$ cat config.mk
export PLATFORM = sky130hd
export DESIGN_NAME = mul_seq_ctrl
export DESIGN_NICKNAME = d
export VERILOG_FILES = /design/src/rtl/mul_pkg.sv /design/src/rtl/mul_shift_add_step.sv /design/src/rtl/mul_seq_ctrl.sv
export SDC_FILE = /design/constraint.sdc
export NUM_CORES = 1
export LEC_CHECK = 0
export ABC_AREA = 1
export CAP_MARGIN = 20
export CORE_MARGIN = 5
export CORE_UTILIZATION = 56
export DETAILED_ROUTE_END_ITERATION = 8
export GPL_TIMING_DRIVEN = 0
export PLACE_DENSITY_LB_ADDON = 0.12
export SYNTH_ARGS = -nofsm -noshare
export SYNTH_HDL_FRONTEND = slang
export SYNTH_SLANG_ARGS = --single-unit
$ cat constraint.sdc
create_clock -name clk -period 6.73 [get_ports clk]
set_clock_uncertainty 0.2 [all_clocks]
set_input_delay 1.346 -clock clk [delete_from_list [all_inputs] [get_ports clk]]
set_output_delay 1.346 -clock clk [all_outputs]
set_load 0.01 [all_outputs]
$ cat src/rtl/mul_pkg.sv
// -----------------------------------------------------------------------------
// mul_pkg
// Shared definitions for the sequential 32x32 shift-add multiplier:
//   - mul_state_e : controller state encoding (IDLE, RUN, FIX, DONE)
//   - MUL_W       : operand width
//   - MUL_PW      : product width (2 * MUL_W)
//   - MUL_ITER    : number of shift-add iterations per product
//   - MUL_CNT_W   : width of the iteration counter
// FIX is only ever reached when the design is built with MUL_SIGNED_EN.
// -----------------------------------------------------------------------------
package mul_pkg;

    localparam int MUL_W     = 32;
    localparam int MUL_PW    = 2 * MUL_W;
    localparam int MUL_ITER  = MUL_W;
    localparam int MUL_CNT_W = $clog2(MUL_ITER);

    typedef enum logic [1:0] {
        IDLE = 2'd0,
        RUN  = 2'd1,
        FIX  = 2'd2,
        DONE = 2'd3
    } mul_state_e;

endpackage : mul_pkg

$ cat src/rtl/mul_shift_add_step.sv
// -----------------------------------------------------------------------------
// mul_shift_add_step
// One combinational shift-add iteration of the multiplier.
//   mark_i  : add enable for this step (LSB of the product register)
//   mcand_i : multiplicand (WIDTH bits)
//   prod_i  : current product register (2*WIDTH bits)
//   prod_o  : next product register (2*WIDTH bits)
// The upper half plus the (optional) multiplicand is formed WIDTH+1 bits wide
// so the carry-out lands in the MSB of the shifted result instead of being lost.
// -----------------------------------------------------------------------------
module mul_shift_add_step #(
    parameter int WIDTH = 32
) (
    input  logic                 mark_i,
    input  logic [WIDTH-1:0]     mcand_i,
    input  logic [2*WIDTH-1:0]   prod_i,
    output logic [2*WIDTH-1:0]   prod_o
);

    logic [WIDTH:0] addend_s;
    logic [WIDTH:0] sum_s;

    // Form the WIDTH+1-bit upper sum and shift the whole register right by one.
    always_comb begin
        addend_s = {(WIDTH+1){1'b0}};
        if (mark_i) begin
            addend_s = {1'b0, mcand_i};
        end else begin
            addend_s = {(WIDTH+1){1'b0}};
        end
        sum_s  = {1'b0, prod_i[2*WIDTH-1:WIDTH]} + addend_s;
        prod_o = {sum_s, prod_i[WIDTH-1:1]};
    end

endmodule : mul_shift_add_step

$ cat src/rtl/mul_seq_ctrl.sv
// -----------------------------------------------------------------------------
// mul_seq_ctrl
// Sequential controller for the WIDTH x WIDTH shift-add multiplier. Accepts an
// operand pair when ready, performs one shift-add step per clock for WIDTH
// cycles, and presents the 2*WIDTH-bit product with a one-cycle done pulse.
//
// Ports:
//   clk        in   sole clock, rising edge
//   rst        in   synchronous active-high reset
//   start      in   request, sampled only while ready is high
//   a          in   multiplicand, captured on accepted start
//   b          in   multiplier, captured on accepted start
//   mul_signed in   two's-complement mode (only with MUL_SIGNED_EN)
//   ready      out  high in IDLE and DONE
//   busy       out  high in RUN (and FIX)
//   done       out  one-cycle pulse when product becomes valid
//   product    out  product register; intermediate values while busy
//
// Configuration macro: MUL_SIGNED_EN
//   Defined   : adds mul_signed and the FIX state. Signed operands are reduced
//               to magnitudes at accept, the sign of the result is latched,
//               and FIX negates the product when needed (latency WIDTH+1).
//   Undefined : unsigned only, latency WIDTH.
// -----------------------------------------------------------------------------
module mul_seq_ctrl
    import mul_pkg::*;
#(
    parameter int WIDTH = MUL_W
) (
    input  logic                 clk,
    input  logic                 rst,
    input  logic                 start,
    input  logic [WIDTH-1:0]     a,
    input  logic [WIDTH-1:0]     b,
`ifdef MUL_SIGNED_EN
    input  logic                 mul_signed,
`endif
    output logic                 ready,
    output logic                 busy,
    output logic                 done,
    output logic [2*WIDTH-1:0]   product
);

    localparam int CNT_W = $clog2(WIDTH);
    localparam logic [CNT_W-1:0] CNT_LAST = CNT_W'(WIDTH - 1);

    mul_state_e             state_q, state_d;
    logic [WIDTH-1:0]       mcand_q, mcand_d;
    logic [2*WIDTH-1:0]     prod_q, prod_d;
    logic [CNT_W-1:0]       cnt_q, cnt_d;
    logic                   ready_q, ready_d;
    logic                   busy_q, busy_d;
    logic                   done_q, done_d;
    logic [2*WIDTH-1:0]     step_prod_s;

`ifdef MUL_SIGNED_EN
    logic                   sgn_q, sgn_d;
    logic                   neg_q, neg_d;

    // Two's-complement magnitude; the most-negative value maps to 2^(WIDTH-1)
    // read as unsigned, which is exactly its magnitude.
    function automatic logic [WIDTH-1:0] mag_of(input logic [WIDTH-1:0] v);
        logic [WIDTH-1:0] r;
        if (v[WIDTH-1]) begin
            r = ~v + {{(WIDTH-1){1'b0}}, 1'b1};
        end else begin
            r = v;
        end
        return r;
    endfunction

    // Two's-complement negation of the full product.
    function automatic logic [2*WIDTH-1:0] neg_prod(input logic [2*WIDTH-1:0] v);
        return ~v + {{(2*WIDTH-1){1'b0}}, 1'b1};
    endfunction
`endif

    mul_shift_add_step #(
        .WIDTH (WIDTH)
    ) u_step (
        .mark_i  (prod_q[0]),
        .mcand_i (mcand_q),
        .prod_i  (prod_q),
        .prod_o  (step_prod_s)
    );

    // Next-state, datapath-load and output-register decode.
    always_comb begin
        state_d = state_q;
        mcand_d = mcand_q;
        prod_d  = prod_q;
        cnt_d   = cnt_q;
`ifdef MUL_SIGNED_EN
        sgn_d   = sgn_q;
        neg_d   = neg_q;
`endif

        case (state_q)
            IDLE, DONE: begin
                if (start) begin
`ifdef MUL_SIGNED_EN
                    if (mul_signed) begin
                        mcand_d = mag_of(a);
                        prod_d  = {{WIDTH{1'b0}}, mag_of(b)};
                        neg_d   = a[WIDTH-1] ^ b[WIDTH-1];
                    end else begin
                        mcand_d = a;
                        prod_d  = {{WIDTH{1'b0}}, b};
                        neg_d   = 1'b0;
                    end
                    sgn_d   = mul_signed;
`else
                    mcand_d = a;
                    prod_d  = {{WIDTH{1'b0}}, b};
`endif
                    cnt_d   = {CNT_W{1'b0}};
                    state_d = RUN;
                end else begin
                    state_d = state_q;
                end
            end

            RUN: begin
                prod_d = step_prod_s;
                cnt_d  = cnt_q + {{(CNT_W-1){1'b0}}, 1'b1};
                if (cnt_q == CNT_LAST) begin
`ifdef MUL_SIGNED_EN
                    if (sgn_q) begin
                        state_d = FIX;
                    end else begin
                        state_d = DONE;
                    end
`else
                    state_d = DONE;
`endif
                end else begin
                    state_d = RUN;
                end
            end

`ifdef MUL_SIGNED_EN
            FIX: begin
                if (neg_q) begin
                    prod_d = neg_prod(prod_q);
                end else begin
                    prod_d = prod_q;
                end
                state_d = DONE;
            end
`endif

            default: begin
                state_d = IDLE;
            end
        endcase

        // Status outputs are registered from the next state so they line up
        // with the state register.
        ready_d = (state_d == IDLE) || (state_d == DONE);
        busy_d  = (state_d == RUN)  || (state_d == FIX);
        done_d  = (state_d == DONE) && (state_q != DONE);
    end

    // State, datapath and status registers.
    always_ff @(posedge clk) begin
        if (rst) begin
            state_q <= IDLE;
            mcand_q <= {WIDTH{1'b0}};
            prod_q  <= {(2*WIDTH){1'b0}};
            cnt_q   <= {CNT_W{1'b0}};
            ready_q <= 1'b1;
            busy_q  <= 1'b0;
            done_q  <= 1'b0;
        end else begin
            state_q <= state_d;
            mcand_q <= mcand_d;
            prod_q  <= prod_d;
            cnt_q   <= cnt_d;
            ready_q <= ready_d;
            busy_q  <= busy_d;
            done_q  <= done_d;
        end
    end

`ifdef MUL_SIGNED_EN
    // Sign-mode and result-sign registers.
    always_ff @(posedge clk) begin
        if (rst) begin
            sgn_q <= 1'b0;
            neg_q <= 1'b0;
        end else begin
            sgn_q <= sgn_d;
            neg_q <= neg_d;
        end
    end
`endif

    assign ready   = ready_q;
    assign busy    = busy_q;
    assign done    = done_q;
    assign product = prod_q;

endmodule : mul_seq_ctrl

======== Word-level counts from Yosys, hierarchy flattened ========
Index checks and enable logic that the tools add are counted.
cells by class
  $add $sub $neg .......................... 2
  eq/ne operators ......................... 8
  multiplexer cells ....................... 8
  reductions and logical operators ........ 9
operator list
  kind                                                                    number
  64-bit one-hot mux with 2 select lines                                  1
  64-bit two-way mux                                                      1
  32-bit by 32-bit adder with 33-bit output                               1
  32-bit two-way mux                                                      1
  5-bit one-hot mux with 2 select lines                                   1
  2-bit equality test (second input constant)                             3
  5-bit by 1-bit adder with 5-bit output (second input constant)          1
  5-bit equality test (second input constant)                             1
  5-bit two-way mux                                                       1
  2-bit by 1-bit equality test with 1-bit output (second input constant)  2
  2-bit logical NOT                                                       2
  2-bit two-way mux                                                       2
  2-bit inequality test (second input constant)                           2
  2-bit one-hot mux with 2 select lines                                   1
  2-bit AND reduction                                                     2
  1-bit logical OR                                                        2
  2-bit nonzero test                                                      1
  2-bit OR reduction                                                      1
  1-bit logical AND                                                       1
word-level totals
  bits in registers ....................... 106
  output and inout port bits .............. 67

======== Logic depth before layout (Yosys ltp) ========
  word-level depth ........................ 5
  gate-level depth with buffers ........... 17
  gate-level depth less buffers ........... 16

======== Cells and area by module ========
From an unflattened synthesis, not the netlist that was laid out.
unflattened totals
  cell total of the unflattened synthesis .. 1,188
  area, all modules ....................... 7,129.3 um2
by module, submodules not included
  module              instances  cells an instance  area an instance (um2)
  mul_seq_ctrl        1          589                4,221.5
  mul_shift_add_step  1          599                2,907.8

======== Worst setup path after synthesis ========
No wires, ideal clock.
  path kind ............................... input to register
  from .................................... input port rst
  to ...................................... register prod_q[33] (netlist: product[33])
  library setup time ...................... 0.128 ns
  arrival time ............................ 2.124 ns
  required time ........................... 6.402 ns
  setup slack ............................. 4.278 ns
  stages on the path ...................... 4
  path buffers ............................ 3
  cell sequence ........................... clkbuf_1 > clkbuf_1 > buf_1 > nor2_1
RTL lines
  what                  line                 RTL
  start, declared       mul_seq_ctrl.sv:31   input logic rst,
  end signal, assigned  mul_seq_ctrl.sv:169  prod_q <= {(2*WIDTH){1'b0}};
  end signal, assigned  mul_seq_ctrl.sv:177  prod_q <= prod_d;
  end, declared         mul_seq_ctrl.sv:49   logic [2*WIDTH-1:0] prod_q, prod_d;
No word-level cell between the ends.

======== Final worst setup path ========
  from .................................... register prod_q[0] (netlist: product[0])
  to ...................................... register prod_q[47] (netlist: product[47])
on the way
  word-level cells in the longest chain between the ends .. 3
ends and longest elaborated chain
  what                                       line                      RTL
  32-bit two-way mux                         mul_shift_add_step.sv:26  if (mark_i) begin
  32-bit by 32-bit adder with 33-bit output  mul_shift_add_step.sv:31  sum_s = {1'b0, prod_i[2*WIDTH-1:WIDTH]} + addend_s;
  64-bit one-hot mux with 2 select lines     mul_seq_ctrl.sv:98        case (state_q)
Every way passes these cells.
A chain may end at the register's enable or synchronous reset.

==> results_dict.tcl <==
set metrics [dict create \
    status "finished clean" \
    p_leak_nw 4.094 \
    avgSynthCellArea_um2 6.057 \
    first_global_vias 6634 \
    die_area_mm2 0.01397 \
    crit_path_max_fanout 10 \
    synth_compound_area_frac 0.1292 \
    die_y_um 118.2 \
    ys.warnings.count 0 \
    tightest_slew_ns 0.6934 \
    finalCriticalPeriod_ns 3.066 \
    first_pass_iters 5 \
    synthesis.area_mm2 0.006554 \
    hold_start "cnt_q[4]" \
    ant_nets 0 \
    arrival_ns 3.08 \
    seq_area_mm2 0.002122 \
    placed_area_mm2 0.008054 \
    cp_top_family "buffers and inverters" \
    hpwlAfterDp_um 14940 \
    synthFlopType "dfxtp_1" \
    setup_violations 0 \
    fin_area_mm2 0.008333 \
    fillers 1036 \
    power_density_mw_per_mm2 173.4 \
    slew_headroom 0.5377 \
    cp-startpoint "product[0]" \
    yosysMostFrequentCell "nand2_1" \
    drt_wl_total_um 18980 \
    slowest_delay_ns 0.55 \
    drive_gt1_frac 0.03008 \
    clock_path_buffers 2 \
    slew_viol_final 0 \
    port-buffer-count 132 \
    gp_congestion 0.9402 \
    wl_per_cell_um 13.83 \
    placed_cells 1357 \
    hold_path.class "reg2reg" \
    area_growth_pct 27.15 \
    synth_top_family_by_area "simple AND/OR/NAND/NOR gates" \
    synthXorXnorAreaFrac 0.001336 \
    multi_input_area_mm2 0.003654 \
    syn_nets 1188 \
    maxCapViolations 0 \
    endpoint_kind "register" \
    crit_type "reg2reg" \
    r2r_slack_ns 3.66 \
    rsz0062_at_grt "false" \
    ys_top_cells_by_count "392 x nand2_1, 161 x inv_1, 112 x nor2_1, 106 x dfxtp_1, 71 x a21oi_1" \
    cpMostUsedCell "nand2_1" \
    ys_async_sr_fraction 0 \
    vias 7043 \
    finalCritPeriodShare 0.4555 \
    required_ns 6.75 \
    drc_errors 0 \
    yosys-top-cells-area "dfxtp_1 32%, nand2_1 22%, inv_1 9.2%, ha_1 7.3%, nor2_1 6.4%" \
    grt_start_max_net_pins 19 \
    whs_endpoint "cnt_q[4]" \
    r2r_cells 15 \
    power_mw 1.445 \
    overflow 0 \
    worstReg2RegEnd "product[47]" \
    cp-start-kind "register" \
    final_cells 1373 \
    final_util 0.7267 \
    synthDominantCellAreaShare 0.3238 \
    crit_slowest_cell "clkbuf_1" \
    grtUsageTotal 0.2647 \
    root_buffer "clkbuf_16" \
    core_mm2 0.01147 \
    cts_buffers 9 \
    crit_buf_inv 5 \
    ys_types 31 \
    yosysTopAreaCell "dfxtp_1" \
    h-tree-depth 3 \
    vdd_drop_max_mv 0.1636 \
    synth_mux_area_frac 0 \
    crit_chain "clkbuf_1 > clkbuf_1 > nand2_1 > inv_1 > ha_1 > nand2_1 > inv_1 > nand2_1 > nand2_1 > o21bai_1 > inv_1 > nand2_1 > or2_2 > nand2_1 > a21oi_1" \
    drtIter0Drc 461 \
    ys_seq_area_frac 0.3238 \
    via_per_inst 5.130 \
    dieWidth_um 118.2 \
    hold_buffers 0 \
    rows 39 \
    initial_core_util 0.5715 \
    antenna_cells 0 \
    hold_depth 2 \
    path_clk_slew_ns 0.07 \
    grt_pass1_wl_um 30680 \
    synth_edf_count 0 \
    synthCells 1082 \
    cts_tree "done" \
    finalHoldViolCount 0 \
    nNetsFinal 1331 \
    synth-simple-area-share 0.3513 \
    synth_adder_area_share 0.07560 \
    antenna_found_initial 0 \
    ctsResizeCount 0 \
    ys_ff_latch 106 \
    clock.fmax_mhz 326.2 \
    r2r_start "product[0]" \
    pin_count 134 \
    clk_latency_ns 0.36 \
    clkSinkCount 106 \
    cts_setup_buffers 0 \
    setup_tns_ns 0 \
]
[power by group]
part	switching (mW)	leakage, nW	internal, mW
Sequential	0.0229	0.866	0.664
Clock	0.258	0.135	0.256
Combinational	0.135	3.09	0.110
[area by class of cell]
cell class                 count  area share
multi-input combinational    776      0.4384
sequential                   106      0.2547
timing repair buffer         132      0.1586
inverter                     162     0.07297
clock buffer                  10     0.02748
tap                          143     0.02147
buffer                        38     0.02042
clock inverter                 6    0.006006
[cell usage in the layout (no fill, tap or decap), types with 8 or more instances in the layout]
master           synthesis  routed
nand2_1                392     392
inv_1                  161     161
clkdlybuf4s50_1          0     132
nor2_1                 112     112
dfxtp_1                106     106
a21oi_1                 71      71
nand3_1                 48      48
o21ai_0                 45      45
ha_1                    38      38
a31oi_1                 32      32
clkbuf_1                26      27
clkbuf_16                0       9
buf_2                    8       8
[layer usage]
metal / track usage / part of all wire / vias to the layer above / routed length (µm)
li1: - / - / 3666 / -
met1: 0.3285 / 0.44 / 3105 / 8374
met2: 0.4402 / 0.45 / 237 / 8594
met3: 0.08500 / 0.080 / 35 / 1523
met4: 0.07742 / 0.026 / 0 / 491
met5: 0 / 0 / - / 0
[worst max path at each step]
stage,end,slack (ns),depth (start not counted)
5_1_grt,product[53],3.40,16
4_1_cts,product[47],3.67,15
2_1_floorplan,product[33],4.28,4
6_report,product[47],3.66,15
3_5_place_dp,product[46],3.46,7
3_3_place_gp,product[41],3.48,7
[metrics by stage]
stage / setup WS, ns / hold slack [ns]
final: 3.664 / 0.2769
after global routing: 3.400 / 0.3055
after CTS: 3.670 / 0.2755
after detailed placement: 3.457 / 0.2642
after global placement: 3.479 / 0.2582
after floorplan: 4.278 / 0.2435
[cells by family after synthesis]
group / count (synthesis)
AND/OR/NAND/NOR: 579
buffers and inverters: 200
flip-flops: 106
XOR/XNOR: 1
adder cells (fa/ha/maj): 39
AO/OA/AOI/OAI: 157
[registers in the layout (all words and copies together), names as in the netlist]
name and cells:
product 64, mcand_q 32, cnt_q 5, state_q 2, busy 1, done 1
ready 1
[worst min-delay path, delay by kind of cell, from the launching register on]
family             cells  cell delay (ns)
DFF                    1             0.32
and+or+nand+nor        1             0.06
AOI/OAI and AO/OA      1             0.05
Note: power is estimated with default switching activity, not from simulation.
